$ cat src/rtl/fmap_out_packer_pkg.sv
// Shared definitions for the output-side pixel stream blocks: pixel/word
// geometry and the frame capture state encoding.
package fmap_out_packer_pkg;

   localparam int PIX_W  = 8;
   localparam int WORD_W = 32;
   localparam int LANES  = 4;
   localparam int LANE_W = $clog2(LANES);

   typedef enum logic [1:0] {
      IDLE    = 2'd0,
      COLLECT = 2'd1,
      FLUSH   = 2'd2,
      DONE    = 2'd3
   } state_t;

endpackage

$ cat src/rtl/fmap_out_packer_byte_lane_packer.sv
// Byte lane packer: gathers pixels into a staging word and emits a registered
// word write when the last lane fills, or a partial word on flush.
module fmap_out_packer_byte_lane_packer
   import fmap_out_packer_pkg::*;
(
   input  logic              clk,
   input  logic              rst,
   input  logic              clear,
   input  logic              push,
   input  logic              flush,
   input  logic [PIX_W-1:0]  pix,
   output logic              word_last,
   output logic              wr_en,
   output logic [WORD_W-1:0] wr_data,
   output logic [LANES-1:0]  wr_be
);

   logic [LANE_W-1:0] lane_cnt_reg;
   logic [WORD_W-1:0] stage_word;
   logic [LANES-1:0]  fill_mask;
   logic              lane_reset;

   // The next accepted pixel lands in the top lane and completes the word.
   assign word_last  = (lane_cnt_reg == LANE_W'(LANES - 1));
   assign lane_reset = clear || flush || (push && word_last);

   // Only the lower lanes need staging; the top lane goes straight into the
   // write word, so a new word can start filling while the previous is written.
   genvar gi;
   generate
      for (gi = 0; gi < LANES - 1; gi++) begin : g_lane
         logic [PIX_W-1:0] lane_reg;

         // Capture the pixel addressed by the lane counter; empty after each word.
         always_ff @(posedge clk) begin
            if (rst || lane_reset) begin
               lane_reg <= '0;
            end else if (push && (lane_cnt_reg == LANE_W'(gi))) begin
               lane_reg <= pix;
            end
         end

         assign stage_word[gi*PIX_W +: PIX_W] = lane_reg;
         assign fill_mask[gi] = (LANE_W'(gi) < lane_cnt_reg);
      end
   endgenerate

   assign stage_word[WORD_W-1 -: PIX_W] = '0;
   assign fill_mask[LANES-1]            = 1'b0;

   // Lane counter and the registered write word / strobe / byte enables.
   always_ff @(posedge clk) begin
      if (rst) begin
         lane_cnt_reg <= '0;
         wr_en        <= 1'b0;
         wr_data      <= '0;
         wr_be        <= '0;
      end else begin
         wr_en <= 1'b0;
         wr_be <= '0;
         if (clear) begin
            lane_cnt_reg <= '0;
         end else if (flush) begin
            wr_en        <= 1'b1;
            wr_data      <= stage_word;
            wr_be        <= fill_mask;
            lane_cnt_reg <= '0;
         end else if (push) begin
            if (word_last) begin
               wr_en        <= 1'b1;
               wr_data      <= {pix, stage_word[WORD_W-PIX_W-1:0]};
               wr_be        <= '1;
               lane_cnt_reg <= '0;
            end else begin
               lane_cnt_reg <= lane_cnt_reg + 1'b1;
            end
         end
      end
   end

endmodule

$ cat src/rtl/fmap_out_packer.sv
// Output feature-map packer: captures one frame of int8 pixels, tracks the
// column/row position and word address, and writes packed words to RAM.
module fmap_out_packer
   import fmap_out_packer_pkg::*;
#(
   parameter int OUT_W  = 10,
   parameter int OUT_H  = 12,
   parameter int ADDR_W = 8
)(
   input  logic              clk,
   input  logic              rst,
   input  logic              start,
   input  logic [ADDR_W-1:0] base_addr,
   input  logic              valid_in,
   input  logic [PIX_W-1:0]  din,
   output logic              wr_en,
   output logic [ADDR_W-1:0] wr_addr,
   output logic [WORD_W-1:0] wr_data,
   output logic [LANES-1:0]  wr_be,
   output logic              busy,
   output logic              frame_done,
   output logic              stray_err
);

   localparam int COL_W = (OUT_W > 1) ? $clog2(OUT_W) : 1;
   localparam int ROW_W = (OUT_H > 1) ? $clog2(OUT_H) : 1;
   localparam logic [COL_W-1:0] COL_LAST = COL_W'(OUT_W - 1);
   localparam logic [ROW_W-1:0] ROW_LAST = ROW_W'(OUT_H - 1);

   state_t            state_reg;
   logic [COL_W-1:0]  col_reg;
   logic [ROW_W-1:0]  row_reg;
   logic [ADDR_W-1:0] addr_reg;
   logic              push;
   logic              flush;
   logic              clear;
   logic              word_last;
   logic              last_pix;
   logic              writing;

   assign push     = (state_reg == COLLECT) && valid_in;
   assign flush    = (state_reg == FLUSH);
   assign clear    = (state_reg == IDLE) && start;
   assign last_pix = (col_reg == COL_LAST) && (row_reg == ROW_LAST);
   // A word write is issued on this edge and appears on wr_en next cycle.
   assign writing  = (push && word_last) || flush;

   fmap_out_packer_byte_lane_packer u_lanes (
      .clk       (clk),
      .rst       (rst),
      .clear     (clear),
      .push      (push),
      .flush     (flush),
      .pix       (din),
      .word_last (word_last),
      .wr_en     (wr_en),
      .wr_data   (wr_data),
      .wr_be     (wr_be)
   );

   // Frame FSM with position/address counters and registered status outputs.
   always_ff @(posedge clk) begin
      if (rst) begin
         state_reg  <= IDLE;
         col_reg    <= '0;
         row_reg    <= '0;
         addr_reg   <= '0;
         wr_addr    <= '0;
         busy       <= 1'b0;
         frame_done <= 1'b0;
         stray_err  <= 1'b0;
      end else begin
         frame_done <= 1'b0;
         if (writing) begin
            wr_addr  <= addr_reg;
            addr_reg <= addr_reg + 1'b1;
         end
         case (state_reg)
            IDLE: begin
               if (valid_in) begin
                  stray_err <= 1'b1;
               end
               // start wins over a same-cycle stray pixel
               if (start) begin
                  addr_reg  <= base_addr;
                  col_reg   <= '0;
                  row_reg   <= '0;
                  stray_err <= 1'b0;
                  busy      <= 1'b1;
                  state_reg <= COLLECT;
               end
            end
            COLLECT: begin
               if (valid_in) begin
                  if (col_reg == COL_LAST) begin
                     col_reg <= '0;
                     row_reg <= row_reg + 1'b1;
                  end else begin
                     col_reg <= col_reg + 1'b1;
                  end
                  if (last_pix) begin
                     row_reg   <= '0;
                     state_reg <= word_last ? DONE : FLUSH;
                  end
               end
            end
            FLUSH: begin
               if (valid_in) begin
                  stray_err <= 1'b1;
               end
               state_reg <= DONE;
            end
            DONE: begin
               if (valid_in) begin
                  stray_err <= 1'b1;
               end
               frame_done <= 1'b1;
               busy       <= 1'b0;
               state_reg  <= IDLE;
            end
            default: state_reg <= IDLE;
         endcase
      end
   end

endmodule

$ cat config.mk
export PLATFORM = sky130hd
export DESIGN_NAME = fmap_out_packer
export DESIGN_NICKNAME = d
export VERILOG_FILES = /design/src/rtl/fmap_out_packer_pkg.sv /design/src/rtl/fmap_out_packer_byte_lane_packer.sv /design/src/rtl/fmap_out_packer.sv
export SDC_FILE = /design/constraint.sdc
export NUM_CORES = 1
export LEC_CHECK = 0
export ABC_AREA = 1
export BUFFER_PORTS_ARGS = -buffer_cell sky130_fd_sc_hd__buf_2
export CAP_MARGIN = 20
export CORE_MARGIN = 2
export CORE_UTILIZATION = 45
export CTS_BUF_LIST = sky130_fd_sc_hd__clkbuf_4 sky130_fd_sc_hd__clkbuf_8
export DETAILED_ROUTE_END_ITERATION = 12
export GPL_TIMING_DRIVEN = 0
export PLACE_DENSITY = 0.71
export SLEW_MARGIN = 20
export SYNTH_ARGS = -nofsm -noshare
export SYNTH_HDL_FRONTEND = slang
export SYNTH_SLANG_ARGS = --single-unit
export TNS_END_PERCENT = 1
$ cat constraint.sdc
create_clock -name clk -period 2.4 [get_ports clk]
set_input_delay 0.12 -clock clk [delete_from_list [all_inputs] [get_ports clk]]
set_output_delay 0.12 -clock clk [all_outputs]
set_load 0.005 [all_outputs]
==> impl_metrics.json <==
{
  "period_share_pct": 74.1,
  "status": "complete, no violations",
  "synthMuxAreaShare_pct": 0,
  "ioPinCount": 68,
  "synth_fa_ha_area_share_pct": 4.46,
  "layout_common_cells": "nand2_1 (145), dfxtp_1 (92), buf_2 (73)",
  "ctsRootBufferMaster": "clkbuf_8",
  "final_cell_area_mm2": 0.00462,
  "rsz0062_at_grt": "false",
  "vdd_drop_max_mv": 0.385,
  "netlist_area_mm2": 0.00393,
  "p_leak_nw": 2.29,
  "ant_nets": 0,
  "largest_reg_flops": 32,
  "clkPwrFrac_pct": 28.3,
  "relSlewSlack_pct": 63.0,
  "n_antenna_cell": 0,
  "ys_ff_latch": 92,
  "switchingPower_mw": 1.35,
  "synth_xor_area_share_pct": 0.446,
  "cp.required_ns": 2.70,
  "track_usage_pct": 19.3,
  "die_w_um": 97.4,
  "path_delay_family": "buffers and inverters",
  "stdcell_count": 707,
  "drive_gt1_share_pct": 20.4,
  "io_buffers": 67,
  "grt_pass1_vias": 3352,
  "slowest_delay_ns": 0.43,
  "hold_depth": 3,
  "final_common_cell": "nand2_1",
  "cts_resized": 0,
  "drtIter0Drc": 136,
  "gp_congestion": 0.832,
  "post-cts-setup-buffers": 0,
  "worstPathBufferInverterCount": 5,
  "synth_cell_types": 33,
  "fin_crit_ns": 1.78,
  "hold_ws_ns": 0.0310,
  "syn_nets": 550,
  "coreArea_mm2": 0.00859,
  "cts_tree": "done",
  "seqPwrFrac_pct": 44.9,
  "initial_core_util_pct": 45.7,
  "fp.dieH_um": 97.4,
  "wire_per_inst_um": 12.6,
  "slew_viol_final": 0,
  "clk_latency_ns": 0.36,
  "rr_worst_depth": 10,
  "critical_path_depth": 10,
  "synthSimpleGateAreaFrac_pct": 25.6,
  "num_rows": 34,
  "drc": 0,
  "overflow": 0,
  "comb_power_share_pct": 26.8,
  "post_drt_via_cell_ratio": 4.86,
  "cts.sinks": 92,
  "dpl.hpwl_um": 6670,
  "path_clk_slew_ns": 0.09,
  "yosys_warnings": 0,
  "cp.arrival_ns": 2.08,
  "cp_cell_sequence": "inv_1 > ha_1 > nand2_2 > inv_2 > nor2_8 > inv_2 > nor2_4 > buf_6 > nand2_1 > inv_1",
  "worst_pin_slew_ns": 0.555,
  "nets": 628,
  "crit_fanout": 10,
  "p_int_mw": 2.68,
  "endpoint_kind": "flop",
  "finalSetupTns_ns": 0,
  "p_per_area_mw_per_mm2": 873,
  "firstDrtPassIters": 4,
  "vias": 3436,
  "skew_ns": 0.0105,
  "grt_max_degree": 16,
  "setup_viol": 0,
  "clk_path_buf_depth": 2,
  "synth.avg_cell_area_um2": 7.61,
  "p_total_mw": 4.03,
  "antenna_found_initial": 0,
  "clock.fmax_ghz": 0.562,
  "grt_pass1_wl_um": 15100,
  "synth-compound-area-share_pct": 12.1,
  "syn_inst": 516,
  "cap_viol_max_count": 0,
  "cts_hold_buf": 0,
  "place_area_mm2": 0.00440,
  "worstSetupPathType": "reg -> reg",
  "synth_top_family_by_area": "simple AND/OR/NAND/NOR gates",
  "hp-class": "in -> reg",
  "place_inst": 691,
  "dieArea_mm2": 0.00949,
  "htree_levels": 3,
  "totalWireLength_um": 8890,
  "seq_area_frac_synth_pct": 46.9,
  "start_kind": "flop",
  "syn_to_final_growth_pct": 17.6,
  "swShare_pct": 33.6,
  "worst_path_max_delay_cell": "dfxtp_1",
  "cts_buffers": 9,
  "finalHoldViolCount": 0
}
==> worst paths after layout <==
check / slack (ns) / to / from
worst min-delay path: 0.03 / addr_reg[1]$_SDFF_PP0_ / base_addr[1]
worst min register to register: 0.46 / u_lanes.wr_data[23]$_SDFFE_PP0P_ / u_lanes.wr_data[23]$_SDFFE_PP0P_
worst max register to register: 0.62 / u_lanes.g_lane[2].lane_reg[1]$_SDFFE_PP0P_ / state_reg[0]$_SDFFE_PP0P_
worst max-delay path: 0.62 / u_lanes.g_lane[2].lane_reg[1]$_SDFFE_PP0P_ / state_reg[0]$_SDFFE_PP0P_
==> area by class of cell <==
| type | instances | area (um2) |
|---|---|---|
| fill | 850 | 3980 |
| clock buffer | 10 | 131 |
| inverter | 69 | 265 |
| timing repair buffer | 67 | 335 |
| tap | 108 | 135 |
| sequential | 92 | 1840 |
| multi-input combinational | 334 | 1680 |
| clock inverter | 6 | 88.8 |
| buffer | 21 | 143 |
==> cells in the mapped netlist (all sizes together) <==
cell type	n	area, um2
buf	15	116
inv	67	251
o21ai	49	249
a21oi	40	200
a31oi	2	12.5
dfxtp	92	1840
clkinv	2	13.8
nor2	31	148
nand3	27	140
xnor2	1	8.76
ha	14	175
nand4	7	50.1
xor2	1	8.76
nand3b	2	15.0
clkbuf	6	26.3
a211oi	1	7.51
nor4	1	6.26
o21a	1	7.51
nand2	155	637
nor3	2	10.0
==> metrics by stage <==
step	setup WS, ns	utilization [%]
2_1_floorplan	0.919	-
3_3_place_gp	0.733	51.2
3_5_place_dp	0.664	51.2
4_1_cts	0.616	53.7
5_1_grt	0.488	53.7
6_report	0.621	53.7
==> cell families (layout without fill, tap and decap cells) <==
kind of cell	after synthesis	in the layout
xor gates and xnor gates	2	2
DFF	92	92
AOI/OAI and AO/OA	93	93
buffers and inverters	90	173
adders and majority gates	14	14
and+or+nand+nor	225	225
==> routing by layer <==
metal	wire, um	GRT usage [%]	vias up	share of wire [%]
li1	-	-	1776	-
met1	4190	25.0	1581	47
met2	4140	32.0	67	47
met3	432	4.46	12	4.9
met4	126	5.66	0	1.4
met5	0	0	-	0
==> tightest hold or removal path: stages <==
cell and delay (ns):
buf_2 0.09, nand3_1 0.07, o21ai_1 0.07
==> power groups by stage <==
| stage | Sequential, mW | Clock, mW | Combinational (mW) |
|---|---|---|---|
| finish | 1.81 | 1.14 | 1.08 |
| detailed placement | 1.84 | 0 | 1.08 |
| floorplan | 1.83 | 0 | 0.792 |
| global placement | 1.83 | 0 | 1.05 |
| CTS | 1.81 | 1.16 | 1.09 |
| global route | 1.84 | 1.22 | 1.22 |
Note: power is estimated with default switching activity, not from simulation.
